<file path="config.mk">
export PLATFORM = sky130hd
export DESIGN_NAME = kbd_scan_ctrl
export DESIGN_NICKNAME = d
export VERILOG_FILES = /design/src/rtl/kbd_scan_ctrl.sv
export SDC_FILE = /design/constraint.sdc
export NUM_CORES = 1
export LEC_CHECK = 0
export BUFFER_PORTS_ARGS = -buffer_cell sky130_fd_sc_hd__buf_2
export CORE_MARGIN = 2
export CORE_UTILIZATION = 30
export CTS_CLUSTER_DIAMETER = 80
export DETAILED_ROUTE_END_ITERATION = 10
export SLEW_MARGIN = 10
export SYNTH_ARGS = -nofsm -noshare
export SYNTH_HDL_FRONTEND = slang
export SYNTH_SLANG_ARGS = --single-unit
</file>
<file path="constraint.sdc">
create_clock -name clk -period 4.6 [get_ports clk]
set_clock_uncertainty 0.2 [all_clocks]
set_input_delay 0.46 -clock clk [delete_from_list [all_inputs] [get_ports clk]]
set_output_delay 0.46 -clock clk [all_outputs]
set_load 0.02 [all_outputs]
</file>
<file path="src/rtl/kbd_scan_ctrl.sv">
// 4x4 keypad scanner: column-sequenced sampling, per-key debounce and a
// 4-entry press-event FIFO with sticky overflow.
module kbd_scan_ctrl #(
  parameter int SCAN_DIV = 1000,
  parameter int DEBOUNCE = 4
) (
  input  logic        clk,
  input  logic        rst,
  input  logic [3:0]  row_in,
  output logic [3:0]  col_out,
  output logic        key_valid,
  output logic [3:0]  key_code,
  input  logic        key_ready,
  output logic [15:0] key_down,
  output logic        overflow,
  input  logic        ovf_clr
);

  typedef enum logic [1:0] {
    ST_SETTLE  = 2'd0,
    ST_CHECK   = 2'd1,
    ST_ADVANCE = 2'd2
  } state_t;

  // SCAN_DIV >= 4 keeps the counter at least 2 bits wide, enough for the row index in CHECK.
  localparam int            CW          = $clog2(SCAN_DIV);
  localparam logic [CW-1:0] SETTLE_LAST = CW'(SCAN_DIV - 1);
  localparam logic [3:0]    DEB_N       = 4'(DEBOUNCE);

  logic [3:0]    r_row_meta;
  logic [3:0]    r_row_sync;
  logic [3:0]    r_snap;

  state_t        r_state;
  state_t        w_state_nxt;
  logic [CW-1:0] r_cnt;
  logic [CW-1:0] w_cnt_nxt;
  logic [1:0]    r_col_idx;
  logic [1:0]    w_col_idx_nxt;
  logic          w_snap_en;
  logic          w_check_en;

  logic [1:0]    w_row;
  logic [3:0]    w_code;
  logic          w_raw;
  logic [3:0]    r_deb_cnt [16];
  logic [3:0]    w_deb_inc;
  logic [15:0]   r_key_down;
  logic          w_toggle;
  logic          w_push;

  logic [3:0]    r_fifo [4];
  logic [1:0]    r_wr_ptr;
  logic [1:0]    r_rd_ptr;
  logic [2:0]    r_count;
  logic          w_full;
  logic          w_pop;
  logic          w_push_ok;
  logic          w_drop;
  logic          r_ovf;

  // Rows are asynchronous to clk; idle level is high (no key pressed).
  // NOTE: sequential state uses non-blocking assignments so every flop samples pre-edge values.
  always_ff @(posedge clk or posedge rst) begin
    if (rst) begin
      r_row_meta <= '1;
      r_row_sync <= '1;
    end else begin
      r_row_meta <= row_in;
      r_row_sync <= r_row_meta;
    end
  end

  always_ff @(posedge clk or posedge rst) begin
    if (rst) begin
      r_state   <= ST_SETTLE;
      r_cnt     <= '0;
      r_col_idx <= '0;
      r_snap    <= '1;
    end else begin
      r_state   <= w_state_nxt;
      r_cnt     <= w_cnt_nxt;
      r_col_idx <= w_col_idx_nxt;
      if (w_snap_en) r_snap <= r_row_sync;
    end
  end

  // NOTE: every always_comb output gets a default first so no path leaves a latch behind.
  always_comb begin
    w_state_nxt   = r_state;
    w_cnt_nxt     = r_cnt;
    w_col_idx_nxt = r_col_idx;
    w_snap_en     = 1'b0;
    w_check_en    = 1'b0;
    unique case (r_state)
      ST_SETTLE: begin
        if (r_cnt == SETTLE_LAST) begin
          w_state_nxt = ST_CHECK;
          w_cnt_nxt   = '0;
          w_snap_en   = 1'b1;
        end else begin
          w_cnt_nxt = r_cnt + 1'b1;
        end
      end
      ST_CHECK: begin
        w_check_en = 1'b1;
        if (r_cnt[1:0] == 2'd3) begin
          w_state_nxt = ST_ADVANCE;
          w_cnt_nxt   = '0;
        end else begin
          w_cnt_nxt = r_cnt + 1'b1;
        end
      end
      ST_ADVANCE: begin
        w_state_nxt   = ST_SETTLE;
        w_cnt_nxt     = '0;
        w_col_idx_nxt = r_col_idx + 1'b1;
      end
      default: begin
        w_state_nxt = ST_SETTLE;
        w_cnt_nxt   = '0;
      end
    endcase
  end

  // During CHECK the low counter bits select the row; code = 4*row + col.
  assign w_row     = r_cnt[1:0];
  assign w_code    = {w_row, r_col_idx};
  assign w_raw     = ~r_snap[w_row];
  assign w_deb_inc = r_deb_cnt[w_code] + 4'd1;

  always_comb begin
    w_toggle = 1'b0;
    w_push   = 1'b0;
    if (w_check_en && (w_raw != r_key_down[w_code]) && (w_deb_inc == DEB_N)) begin
      w_toggle = 1'b1;
      w_push   = w_raw;
    end
  end

  always_ff @(posedge clk or posedge rst) begin
    if (rst) begin
      for (int i = 0; i < 16; i++) r_deb_cnt[i] <= '0;
      r_key_down <= '0;
    end else if (w_check_en) begin
      if (w_raw == r_key_down[w_code]) begin
        r_deb_cnt[w_code] <= '0;
      end else if (w_toggle) begin
        r_deb_cnt[w_code]  <= '0;
        r_key_down[w_code] <= w_raw;
      end else begin
        r_deb_cnt[w_code] <= w_deb_inc;
      end
    end
  end

  // A full FIFO still accepts a push when the head leaves in the same cycle.
  assign w_full    = (r_count == 3'd4);
  assign w_pop     = key_valid && key_ready;
  assign w_push_ok = w_push && (!w_full || w_pop);
  assign w_drop    = w_push && w_full && !w_pop;

  // NOTE: the FIFO storage is reset because key_code must read 0 while in reset.
  always_ff @(posedge clk or posedge rst) begin
    if (rst) begin
      for (int i = 0; i < 4; i++) r_fifo[i] <= '0;
      r_wr_ptr <= '0;
      r_rd_ptr <= '0;
      r_count  <= '0;
    end else begin
      if (w_push_ok) begin
        r_fifo[r_wr_ptr] <= w_code;
        r_wr_ptr         <= r_wr_ptr + 1'b1;
      end
      if (w_pop) r_rd_ptr <= r_rd_ptr + 1'b1;
      case ({w_push_ok, w_pop})
        2'b10:   r_count <= r_count + 3'd1;
        2'b01:   r_count <= r_count - 3'd1;
        default: r_count <= r_count;
      endcase
    end
  end

  // A drop in the same cycle as a clear wins, so no lost event goes unreported.
  always_ff @(posedge clk or posedge rst) begin
    if (rst) r_ovf <= 1'b0;
    else     r_ovf <= w_drop | (r_ovf & ~ovf_clr);
  end

  assign col_out   = ~(4'b0001 << r_col_idx);
  assign key_valid = (r_count != 3'd0);
  assign key_code  = r_fifo[r_rd_ptr];
  assign key_down  = r_key_down;
  assign overflow  = r_ovf;

endmodule

</file>
==> results.toml <==
[status]
status = "finished clean"

[floorplanning]
start_util_pct = 30.9
io_pins = 34
die_area_um2 = 22100
core_area_um2 = 20400
die_w_um = 149
die_h_um = 149
rows = 52

[yosys]
ys_top_cells_by_area = "dfrtp_1 47%, mux4_2 8.6%, o21ai_0 6.4%, nand2_1 6.0%, dfstp_2 5.0%"
synth_seq_area_share_pct = 52.0
syn_inst = 564
synth_area_um2 = 6280
async_flop_share_pct = 100
synth_cell_type_count = 51
syn_nets = 588
synth.top_cell.area_share_pct = 47.0
synth_top_cell_by_area = "dfrtp_1"
yosysMostFrequentCell = "dfrtp_1"
synthFlopType = "dfrtp_1"
synth_edf_count = 0
syn_area_per_cell_um2 = 11.1
synth_common_cells = "118 x dfrtp_1, 100 x nand2_1, 80 x o21ai_0"
synth_seq_cells = 130
ys_warn_count = 0

[setup_path]
max_stage_delay_ps = 550
r2r_setup_slack_ps = 370
critPathKind = "register to register"
required_ps = 4720
r2r-start = "r_col_idx[0]$_DFFE_PP0N_"
r2r_cells = 14
end_kind = "register"
reg2reg_to = "r_count[1]$_DFFE_PP0P_"
critPathSlowestCell = "dfrtp_1"
critPathMaxFanout = 13
cp.arrival_ps = 4350
cp-start-kind = "register"
cp_common_cell = "mux2i_1"
crit_chain = "buf_4 > mux4_2 > mux2i_1 > mux2i_1 > ha_1 > inv_1 > nand2_1 > a211o_1 > a31oi_4 > a21oi_1 > fa_1 > nor2b_1 > o21ai_0 > nor4b_1"

[clocking]
ctsLongestPathBuffers = 2
cts_resized = 0
clkTransAtPathRegs_ps = 60
cts-root-buf = "clkbuf_16"
cts_tree = "built"
clk_latency_ps = 420
cts_buffers = 17
postCtsSetupBuffers = 0
ctsHtreeMaxLevel = 4
cts.sinks = 130
postCtsHoldBufs = 4

[global_route]
grt_pass1_wl_um = 23300
antenna_found_initial = 0
grt.total_usage_pct = 13.6
grt_pass1_vias = 4278
gr-total-overflow = 0
grt_start_max_net_pins = 75

[route]
finalWirelength_um = 14200
drc = 0
ant_nets = 0
viasPerCell = 4.86
first_pass_iters = 6
vias = 4294
drtIter0Drc = 238
detail_route.wl_per_cell_um = 16.0

[finish]
num_antenna_cells = 0
n_fill_cell = 2026
syn_to_final_growth_pct = 16.5
design_area_um2 = 7320
fin_util_pct = 35.9
nNetsFinal = 625
drive_gt1_share_pct = 24.4

[timing]
finalHoldViolCount = 0
finalMaxSlewViolations = 0
worstMarginPinSlew_ps = 962
period_share_pct = 91.9
fin_crit_ps = 4230
setup-violations-final = 0
rsz0062_at_grt = "no"
clock.fmax_mhz = 237
tns_ps = 0
worst_slew_margin_rel_pct = 35.9

[hold_path]
worstHoldPathType = "input pin to async pin"

[placed_design]
hpwl_um = 9780
numPortBuffers = 33
placed_area_um2 = 6720
gp_congestion = 0.809

[job]
cap_violations = 0

[power]
power.density_nw_per_um2 = 364
peakVddDrop_mv = 0.257
leakage_uw = 0.00325
layout by cell type, fill, tap and decap left out, drive strengths merged, types with 6 or more instances in the layout:
master,n
dfstp,12
nand3,35
mux4,24
clkbuf,20
nor2,22
a21oi,7
nor2b,6
buf,46
nand4,8
nand2,100
inv,25
ha,15
mux2i,11
dfrtp,118
xnor2,10
o21ai,84
mux2,22
cell type report:
type	count	area [um2]	share of cell area, %
clock buffers	20	468	6.39
inverters	15	58.8	0.803
repair buffers	50	315	4.31
well taps	270	338	4.61
clock inverters	12	91.3	1.25
multi-input cells	387	2780	38.0
flip-flops and latches	130	3270	44.6
per-layer routing:
layer / track usage (%) / routed length (um)
met5: 0 / 0
met4: 4.86 / 206
met3: 2.91 / 560
met2: 21.8 / 6880
met1: 18.4 / 6530
critical path: cells and delay by family (launching register included):
| family | cells | cell delay, ps |
|---|---|---|
| AO/OA/AOI/OAI | 4 | 940 |
| adder cells (fa/ha/maj) | 2 | 790 |
| buffers and inverters | 2 | 400 |
| flip-flops | 1 | 550 |
| multiplexers | 3 | 850 |
| AND/OR/NAND/NOR | 3 | 370 |
power by group:
group | switching, uW | internal [uW]
Sequential | 48.5 | 1170
Combinational | 85.8 | 81.9
Clock | 532 | 746
sequential cells by signal (all words and copies together) (netlist names), 3 cells and up:
signal      cells
r_deb_cnt      64
r_row_meta      4
r_snap          4
r_fifo         16
r_count         3
r_row_sync      4
key_down       16
r_cnt          10
worst max-delay path by stage:
stage,to,from,depth (start not counted),slack [ps]
5_1_grt,r_count[1]$_DFFE_PP0P_,r_col_idx[0]$_DFFE_PP0N_,14,30
3_5_place_dp,r_count[1]$_DFFE_PP0P_,r_col_idx[0]$_DFFE_PP0N_,14,390
6_report,r_count[1]$_DFFE_PP0P_,r_col_idx[0]$_DFFE_PP0N_,14,370
3_3_place_gp,r_count[1]$_DFFE_PP0P_,r_col_idx[0]$_DFFE_PP0N_,14,620
4_1_cts,r_count[1]$_DFFE_PP0P_,r_col_idx[0]$_DFFE_PP0N_,14,370
2_1_floorplan,key_down[0]$_DFFE_PP0P_,rst,1,490
kinds of logic after synthesis:
group	share of synthesized area, %
AOI/OAI and AO/OA	9.48
muxes	14.9
buffers and inverters	3.72
xor gates and xnor gates	1.95
adders and majority gates	3.31
DFF	52.0
and+or+nand+nor	14.6
through the flow:
stage,setup WS (ps),hold slack [ps],cells,power (uW)
final,374,35.5,884,2670
after global placement,618,146,848,1400
after CTS,365,25.2,884,2700
after detailed placement,393,147,848,1410
after global routing,29.2,30.1,884,2770
after floorplan,491,145,564,1360
No activity file was read; power rests on OpenSTA's default activity.
